--- config.mk ---
export PLATFORM = sky130hd
export DESIGN_NAME = progmem_arbiter
export DESIGN_NICKNAME = d
export VERILOG_FILES = /design/src/rtl/progmem_pkg.sv /design/src/rtl/progmem_lat_pipe.sv /design/src/rtl/progmem_arbiter.sv
export SDC_FILE = /design/constraint.sdc
export NUM_CORES = 1
export LEC_CHECK = 0
export ABC_CLOCK_PERIOD_IN_PS = 5200
export CELL_PAD_IN_SITES_DETAIL_PLACEMENT = 1
export CELL_PAD_IN_SITES_GLOBAL_PLACEMENT = 1
export CORE_MARGIN = 1.5
export CORE_UTILIZATION = 21
export DETAILED_ROUTE_END_ITERATION = 8
export GPL_TIMING_DRIVEN = 0
export PLACE_DENSITY = 0.95
export SLEW_MARGIN = 20
export SYNTH_ARGS = -nofsm -noshare
export SYNTH_HDL_FRONTEND = slang
export SYNTH_SLANG_ARGS = --single-unit
--- constraint.sdc ---
create_clock -name clk -period 5.2 [get_ports clk]
set_input_delay 0.78 -clock clk [delete_from_list [all_inputs] [get_ports clk]]
set_output_delay 0.78 -clock clk [all_outputs]
set_load 0.01 [all_outputs]
--- src/rtl/progmem_pkg.sv ---
// Shared types and the round-robin pick helper for the program-memory arbiter.
package progmem_pkg;

    localparam int unsigned MAX_CORES = 16;

    // Result of a round-robin search: whether anyone was eligible, and who.
    typedef struct packed {
        logic       found;
        logic [3:0] idx;
    } rr_pick_t;

    // First set bit of elig at index >= ptr, wrapping modulo n_cores.
    // Walks offsets high-to-low so the smallest offset wins the last write.
    function automatic rr_pick_t rr_pick(input logic [15:0] elig,
                                         input logic [3:0]  ptr,
                                         input logic [4:0]  n_cores);
        rr_pick_t   pick;
        logic [4:0] idx;
        pick = '0;
        for (int k = MAX_CORES - 1; k >= 0; k--) begin
            idx = {1'b0, ptr} + 5'(k);
            if (idx >= n_cores) begin
                idx = idx - n_cores;
            end else begin
                idx = idx;
            end
            if ((5'(k) < n_cores) && elig[idx[3:0]]) begin
                pick.found = 1'b1;
                pick.idx   = idx[3:0];
            end else begin
                pick = pick;
            end
        end
        return pick;
    endfunction

endpackage

--- src/rtl/progmem_lat_pipe.sv ---
// Fixed-depth valid/id shift pipeline that tracks reads in flight to memory.
module progmem_lat_pipe #(
    parameter int DEPTH = 2,
    parameter int ID_W  = 2
) (
    input  logic            clk,
    input  logic            rst,
    input  logic            in_valid,
    input  logic [ID_W-1:0] in_id,
    output logic            out_valid,
    output logic [ID_W-1:0] out_id
);

    logic [DEPTH-1:0]           valid_q, valid_d;
    logic [DEPTH-1:0][ID_W-1:0] id_q, id_d;

    // Shift every stage one step toward the output, loading stage 0 from the input.
    always_comb begin
        valid_d    = valid_q;
        id_d       = id_q;
        valid_d[0] = in_valid;
        id_d[0]    = in_id;
        for (int i = 1; i < DEPTH; i++) begin
            valid_d[i] = valid_q[i-1];
            id_d[i]    = id_q[i-1];
        end
    end

    // Pipeline registers; reset drops every read that is still in flight.
    always_ff @(posedge clk or posedge rst) begin
        if (rst) begin
            valid_q <= '0;
            id_q    <= '0;
        end else begin
            valid_q <= valid_d;
            id_q    <= id_d;
        end
    end

    assign out_valid = valid_q[DEPTH-1];
    assign out_id    = id_q[DEPTH-1];

endmodule

--- src/rtl/progmem_arbiter.sv ---
// Round-robin arbiter sharing one fixed-latency program memory among N cores.
`ifndef INST_W
`define INST_W 32
`endif
`ifndef INST_ADDR_W
`define INST_ADDR_W 16
`endif

module progmem_arbiter
    import progmem_pkg::*;
#(
    parameter int N_CORES     = 4,
    parameter int INST_W      = `INST_W,
    parameter int INST_ADDR_W = `INST_ADDR_W,
    parameter int MEM_LAT     = 2
) (
    input  logic                           clk,
    input  logic                           rst,
    input  logic                           en,
    input  logic [N_CORES-1:0]             core_req,
    input  logic [N_CORES*INST_ADDR_W-1:0] core_addr,
    output logic [N_CORES-1:0]             core_rsp_valid,
    output logic [INST_W-1:0]              core_rsp_data,
    output logic                           mem_rd,
    output logic [INST_ADDR_W-1:0]         mem_addr,
    input  logic [INST_W-1:0]              mem_data
);

    localparam int ID_W = $clog2(N_CORES);

    logic [ID_W-1:0]        rr_q, rr_d;
    logic [N_CORES-1:0]     busy_q, busy_d;
    logic [15:0]            elig_s;
    rr_pick_t               pick_s;
    logic                   grant_s;
    logic [ID_W-1:0]        grant_id_s;
    logic                   out_valid_s;
    logic [ID_W-1:0]        out_id_s;
    logic [INST_ADDR_W-1:0] addr_arr_s [N_CORES];

    // Unpack the flat per-core address bus.
    for (genvar g = 0; g < N_CORES; g++) begin : g_addr
        assign addr_arr_s[g] = core_addr[g*INST_ADDR_W +: INST_ADDR_W];
    end

    // Eligible cores are requesting and have no read outstanding.
    always_comb begin
        elig_s                = 16'h0000;
        elig_s[N_CORES-1:0]   = core_req & ~busy_q;
    end

    assign pick_s     = rr_pick(elig_s, 4'(rr_q), 5'(N_CORES));
    assign grant_s    = en & ~rst & pick_s.found;
    assign grant_id_s = pick_s.idx[ID_W-1:0];

    // Memory strobe follows the grant decision within the same cycle.
    always_comb begin
        mem_rd   = grant_s;
        mem_addr = '0;
        if (grant_s) begin
            mem_addr = addr_arr_s[grant_id_s];
        end else begin
            mem_addr = '0;
        end
    end

    // Next pointer and in-flight marks: retire the returning core, mark the granted one.
    always_comb begin
        rr_d   = rr_q;
        busy_d = busy_q;
        if (out_valid_s) begin
            busy_d[out_id_s] = 1'b0;
        end else begin
            busy_d = busy_d;
        end
        if (grant_s) begin
            busy_d[grant_id_s] = 1'b1;
            if (grant_id_s == ID_W'(N_CORES - 1)) begin
                rr_d = '0;
            end else begin
                rr_d = grant_id_s + ID_W'(1);
            end
        end else begin
            rr_d = rr_q;
        end
    end

    // Arbitration state registers.
    always_ff @(posedge clk or posedge rst) begin
        if (rst) begin
            rr_q   <= '0;
            busy_q <= '0;
        end else begin
            rr_q   <= rr_d;
            busy_q <= busy_d;
        end
    end

    progmem_lat_pipe #(
        .DEPTH (MEM_LAT),
        .ID_W  (ID_W)
    ) u_lat_pipe (
        .clk       (clk),
        .rst       (rst),
        .in_valid  (grant_s),
        .in_id     (grant_id_s),
        .out_valid (out_valid_s),
        .out_id    (out_id_s)
    );

    // Steer the returning instruction to its owner; the data bus is zero when idle.
    always_comb begin
        core_rsp_valid = '0;
        core_rsp_data  = '0;
        for (int i = 0; i < N_CORES; i++) begin
            core_rsp_valid[i] = out_valid_s && (out_id_s == ID_W'(i));
        end
        if (out_valid_s) begin
            core_rsp_data = mem_data;
        end else begin
            core_rsp_data = '0;
        end
    end

endmodule
==> results of run 1 <==
-- power by group through the flow --
| stage | registers [mW] | clock network, mW | logic (mW) |
|---|---|---|---|
| global route | 0.171 | 0.107 | 1.31 |
| CTS | 0.166 | 0.101 | 1.23 |
| finish | 0.166 | 0.0989 | 1.21 |
| floorplan | 0.157 | 0 | 0.796 |
| detailed placement | 0.168 | 0 | 1.22 |
| global placement | 0.163 | 0 | 1.19 |
-- synth_stat cells (2+ instances only) --
cell,number,area (sq um)
nor2_1,4,15.0
inv_1,6,22.5
and3b_1,2,17.5
dfrtp_1,12,300
buf_12,3,60.1
buf_4,2,15.0
nand2b_1,3,18.8
a21oi_1,2,10.0
o22ai_1,16,100
nand3b_1,2,15.0
a221oi_1,2,17.5
o2bb2ai_1,2,17.5
o211ai_1,2,15.0
clkbuf_1,4,15.0
inv_2,2,7.51
nor2b_1,2,12.5
nand2_1,5,18.8
and2_1,34,213
buf_6,3,33.8
ha_1,4,50.1
mux2i_1,34,340
-- placed cells by master, fill, tap and decap left out, types with 2 or more instances in the layout --
master / instances
o2bb2ai_1: 2
nor2_1: 4
a221oi_1: 2
clkbuf_8: 4
ha_1: 4
mux2i_1: 34
o211ai_1: 2
nand2_1: 5
inv_1: 6
clkdlybuf4s50_1: 155
a21oi_1: 2
nand3b_1: 2
nand2b_1: 3
and3b_1: 2
inv_2: 2
buf_12: 3
nor2b_1: 2
buf_6: 3
dfrtp_1: 12
o22ai_1: 16
buf_4: 2
clkbuf_1: 4
and2_1: 34
-- metrics by stage --
stage          worst slack, ns  hold WS [ns]
2_1_floorplan             1.81         0.331
3_3_place_gp             0.450         0.334
3_5_place_dp             0.411         0.336
4_1_cts                  0.376         0.347
5_1_grt                  0.260         0.356
6_report                 0.437         0.344
-- worst paths after layout --
check	startpoint	endpoint	cells past startpoint
worst min-delay path	u_lat_pipe.valid_q[0]	u_lat_pipe.valid_q[1]	0
worst max-delay path	core_req[2]	mem_addr[12]	9
min in group asynchronous	rst	rr_q[1]	2
max in group asynchronous	rst	u_lat_pipe.out_id[0]	2
worst min register to register	u_lat_pipe.valid_q[0]	u_lat_pipe.valid_q[1]	0
worst max register to register	rr_q[1]	rr_q[1]	10
-- routing by layer --
| metal | track usage | part of all wire | up-vias |
|---|---|---|---|
| met4 | 0.0294 | 0.0089 | 0 |
| met5 | 0 | 0 | - |
| met3 | 0.0388 | 0.080 | 6 |
| met2 | 0.316 | 0.54 | 102 |
| met1 | 0.171 | 0.37 | 903 |
| li1 | - | - | 925 |
-- worst register-to-register path: stages, from the launching register on --
cell and delay (ns):
dfrtp_1 0.35, clkbuf_1 0.44, inv_1 0.17, ha_1 0.46, mux4_2 0.38, a2111oi_4 0.36
o21ai_2 0.12, buf_6 0.16, buf_12 0.16, ha_1 0.27, a21oi_1 0.13
-- flip-flops by register name (all words and copies together) (netlist names) --
| register | count |
|---|---|
| busy_q | 4 |
| rr_q | 2 |
| u_lat_pipe.id_d | 2 |
| u_lat_pipe.out_id | 2 |
| u_lat_pipe.valid_q | 2 |
-- layout make-up --
class | instances | area, sq um | area share
inverters | 8 | 30.0 | 0.00913
clock buffers | 4 | 55.1 | 0.0167
flip-flops and latches | 12 | 300 | 0.0913
repair buffers | 155 | 1550 | 0.472
well taps | 99 | 124 | 0.0377
plain buffers | 13 | 129 | 0.0392
multi-input cells | 134 | 1100 | 0.334
-- logic make-up (layout without fill, tap and decap cells) --
| family | after synthesis | count (layout) |
|---|---|---|
| adders and majority gates | 4 | 4 |
| muxes | 37 | 37 |
| DFF | 12 | 12 |
| AOI/OAI and AO/OA | 34 | 34 |
| buffers and inverters | 21 | 180 |
| and+or+nand+nor | 59 | 59 |
==> metrics.yaml, run 1 <==
place:
  gp_congestion: 0.786
  dp.final_hpwl_um: 5520
  placed_area_sq_um: 3230
  dpl.cell_count: 421
  io_buffers: 155
finish:
  final_cell_area_sq_um: 3290
  fill_cells: 835
  fin_util: 0.456
  n_antenna_cell: 0
  area_growth_syn_to_layout_pct: 111
  layout.nets: 434
  stdcell_count: 425
  drive_gt1_frac: 0.0798
detailed_routing:
  drc: 0
  wire_per_inst_um: 15.1
  vias_per_cell: 4.56
  drt-pass1-iter-count: 4
  ant_nets: 0
  wirelength_um: 6410
  drtIter0Drc: 28
  vias: 1936
cts:
  cts_resized: 0
  cts.hold.buffers_added: 0
  cts.sinks: 12
  cts_buffers: 3
  cts-root-buf: "clkbuf_8"
  clk_latency_ns: 0.24
  clk_pin_slew_ns: 0.05
  clk_path_buf_depth: 2
  cts_tree: "built"
  postCtsSetupBuffers: 0
  cts-htree-levels: 1
floorplan:
  die_x_um: 89.2
  ioPinCount: 156
  rows: 31
  coreArea_sq_um: 7210
  die_h_um: 89.2
  dieArea_sq_um: 7950
  start_util: 0.216
global_route:
  grt-ovfl-total: 0
  grt_pass1_wl_um: 9850
  grt_max_degree: 14
  grt_use_total: 0.160
  grt_pass1_vias: 2077
  antenna_found_initial: 0
logic_synthesis:
  yosys.area_share.adder: 0.0321
  synth_top_family_by_area: "multiplexers"
  synth_warnings: 0
  synth-simple-area-share: 0.241
  synth_seq_area_share: 0.193
  synthFlopType: "dfrtp_1"
  yosys-mux-area-fraction: 0.257
  syn_nets: 274
  synth_seq_cells: 12
  synthCells: 167
  synth_edf_count: 0
  synthArstFlopShare: 1.00
  synth_area_per_cell_sq_um: 9.34
  synth-compound-area-share: 0.176
  synthXorXnorAreaFrac: 0
  synth_cell_types: 42
  synth_area_sq_um: 1560
power:
  p_switching_uw: 615
  p_comb_frac: 0.820
  p_per_area_nw_per_um2: 447
  power.internal_uw: 856
  seqPwrFrac: 0.113
  swShare: 0.418
  power_mw: 1.47
  p_leak_nw: 1.41
  ir_worst_vdd_v: 0.000136
  p_clk_frac: 0.067
worst_setup_path:
  cp_top_family: "buffers and inverters"
  cp_cell_sequence: "clkdlybuf4s50_1, or3b_4, a211oi_2, a2111oi_4, o311ai_2, nand2_2, buf_2, o22ai_1, clkdlybuf4s50_1"
  timing.critical_path.slowest_stage_cell: "clkdlybuf4s50_1"
  path_buf_inv: 3
  regToRegSetupSlack_ns: 2.13
  cp_common_cell: "clkdlybuf4s50_1"
  end_kind: "output port"
  crit_type: "input pin to output port"
  required_ns: 4.42
  crit_path_start_kind: "input pin"
  slowest_delay_ns: 0.58
  cp.arrival_ns: 3.98
  path_max_fanout: 10
timing:
  final_max_slew_viol_count: 0
  final.setup_skew_ns: 0.00463
  finalCritPeriodShare: 0.916
  max_freq_ghz: 0.210
  tightest_slew_ns: 0.587
  fin_setup_tns_ns: 0
  hold_violations: 0
  setup_viol: 0
  rsz0062_at_grt: "false"
  maxSlewHeadroom: 0.608
  fin_crit_ns: 4.76
status:
  status: "finished, final reports clean"
hold_path:
  holdCritPathClass: "flop to flop"
run:
  drv_cap: 0
Note: power is estimated with default switching activity, not from simulation.
==> run 2: changes to the inputs <==
--- a/config.mk
+++ b/config.mk
@@ -8,7 +8,6 @@
 export ABC_CLOCK_PERIOD_IN_PS = 5200
 export CELL_PAD_IN_SITES_DETAIL_PLACEMENT = 1
 export CELL_PAD_IN_SITES_GLOBAL_PLACEMENT = 1
-export CORE_MARGIN = 1.5
 export CORE_UTILIZATION = 21
 export DETAILED_ROUTE_END_ITERATION = 8
 export GPL_TIMING_DRIVEN = 0
==> run 2 against run 1 <==
Sequential cell count unchanged. Wire length decreased by 4.9%. Worst setup slack improved by 0.030 ns. Register-to-register slack about the same. Combinational power about the same. Hold slack about the same. Largest power group unchanged.
==> metrics.yaml, run 2 (synthesized netlist as in run 1, its figures left out) <==
status:
  status: "finished, final reports clean"  # unchanged
detailed_routing:
  met3_length_um: 577  # was 511 um
  drc: 0  # unchanged
  vias_per_cell: 4.47  # was 4.56
  wire_per_inst_um: 14.3  # was 15.1 um
  ant_nets: 0  # unchanged
  drtIter0Drc: 35  # was 28
  vias: 1899  # was 1936
  top_layer: "met4"  # unchanged
  wirelength_um: 6090  # was 6410 um
  met2_length_um: 3330  # was 3470 um
  drt-pass1-iter-count: 3  # was 4
  wl_met1_um: 2140  # was 2370 um
finish:
  layout.nets: 434  # unchanged
  stdcell_count: 425  # unchanged
  mostFrequentLayoutCell: "clkdlybuf4s50_1"  # unchanged
  largest_reg_flops: 4  # unchanged
  n_antenna_cell: 0  # unchanged
  largest_register: "busy_q"  # unchanged
  area_growth_syn_to_layout_pct: 111  # unchanged
  most-common-layout-cells: "clkdlybuf4s50_1, mux2i_1, and2_1"  # unchanged
  drive_gt1_frac: 0.0798  # unchanged
floorplan:
  die_h_um: 88.2  # was 89.2 um
  start_util: 0.216  # unchanged
  dieArea_sq_um: 7770  # was 7950 sq um
  ioPinCount: 156  # unchanged
  rows: 31  # unchanged
  die_x_um: 88.2  # was 89.2 um
  coreArea_sq_um: 7210  # unchanged
worst_setup_path:
  crit_path_start_kind: "input pin"  # unchanged
  cp.arrival_ns: 3.95  # was 3.98 ns
  cp_cell_sequence: "clkdlybuf4s50_1, or3b_4, a211oi_2, a2111oi_4, o311ai_2, nand2_2, buf_2, o22ai_1, clkdlybuf4s50_1"  # unchanged
  cp_common_cell: "clkdlybuf4s50_1"  # unchanged
  cp_top_family: "buffers and inverters"  # unchanged
  path_buf_inv: 3  # unchanged
  crit_type: "input pin to output port"  # unchanged
  required_ns: 4.42  # about the same
  path_max_fanout: 10  # unchanged
  end_kind: "output port"  # unchanged
  slowest_delay_ns: 0.61  # was 0.58 ns
  timing.critical_path.slowest_stage_cell: "clkdlybuf4s50_1"  # unchanged
global_route:
  grt_max_degree: 14  # unchanged
  antenna_found_initial: 0  # unchanged
  grt-ovfl-total: 0  # unchanged
  grt_pass1_vias: 2021  # was 2077
  grt_pass1_wl_um: 9530  # was 9850 um
  grt_use_total: 0.159  # was 0.160
cts:
  cts_tree: "built"  # unchanged
  postCtsSetupBuffers: 0  # unchanged
  cts_buffers: 3  # unchanged
  cts.hold.buffers_added: 0  # unchanged
  clk_path_buf_depth: 2  # unchanged
  clk_latency_ns: 0.24  # about the same
  cts-htree-levels: 1  # unchanged
  cts-root-buf: "clkbuf_8"  # unchanged
  clk_pin_slew_ns: 0.05  # about the same
  cts.sinks: 12  # unchanged
  cts_resized: 0  # unchanged
power:
  p_leak_nw: 1.41  # unchanged
  ir_worst_vdd_v: 0.000212  # was 0.000136 V
  p_per_area_nw_per_um2: 444  # was 447 nW/um^2
timing:
  final_max_slew_viol_count: 0  # unchanged
  setup_viol: 0  # unchanged
  tightest_slew_ns: 0.570  # was 0.587 ns
  fin_setup_tns_ns: 0  # unchanged
  rsz0062_at_grt: "false"  # unchanged
  maxSlewHeadroom: 0.620  # was 0.608
  finalCritPeriodShare: 0.910  # was 0.916
  max_freq_ghz: 0.211  # was 0.210 GHz
  fin_crit_ns: 4.73  # was 4.76 ns
  fin_ws_ns: 0.466  # was 0.437 ns
  hold_violations: 0  # unchanged
  final.setup_skew_ns: 0.00575  # was 0.00463 ns
place:
  io_buffers: 155  # unchanged
  gp_congestion: 0.781  # was 0.786
  dpl.cell_count: 421  # unchanged
  dp.final_hpwl_um: 5380  # was 5520 um
  pre_cts_slack_ns: 0.427  # was 0.411 ns
run:
  drv_cap: 0  # unchanged
hold_path:
  holdCritPathClass: "flop to flop"  # unchanged
==> run 2: metal layers <==
| metal | GRT usage | up-vias |
|---|---|---|
| met2 | 0.315 | 98 |
| met1 | 0.165 | 873 |
| met5 | 0 | - |
| met3 | 0.0490 | 4 |
| li1 | - | 924 |
| met4 | 0.0235 | 0 |
==> run 2: path summary, 6_finish.rpt <==
path / from / endpoint / slack [ns] / cells after the start
setup reg to reg: rr_q[1] / rr_q[1] / 2.14 / 10
hold reg to reg: u_lat_pipe.id_d[3] / u_lat_pipe.out_id[1] / 0.34 / 0
max in group asynchronous: rst / rr_q[0] / 4.01 / 2
setup / recovery: core_req[2] / mem_addr[7] / 0.47 / 9
min in group asynchronous: rst / busy_q[2] / 0.86 / 2
hold / removal: u_lat_pipe.id_d[3] / u_lat_pipe.out_id[1] / 0.34 / 0
==> run 2: power breakdown <==
part	total, mW	internal, mW	switching, mW
registers	0.166	0.137	0.0289
logic	1.20	0.653	0.544
clock network	0.0999	0.0668	0.0331
total	1.46	0.856	0.605
==> run 2: final cells by class <==
class                   instances  area [sq um]
fillers                       821          3930
repair buffers                155          1550
multi-input cells             134          1100
flip-flops and latches         12           300
plain buffers                  13           129
well taps                      99           124
clock buffers                   4          55.1
inverters                       8          30.0
==> run 2: metrics by stage <==
step | hold WS, ns | area [sq um] | power (mW) | util
floorplan | 0.331 | 1560 | 0.953 | -
global placement | 0.334 | 3230 | 1.35 | 0.448
detailed placement | 0.336 | 3230 | 1.38 | 0.448
CTS | 0.347 | 3290 | 1.49 | 0.456
global route | 0.349 | 3290 | 1.59 | 0.456
finish | 0.343 | 3290 | 1.46 | 0.456
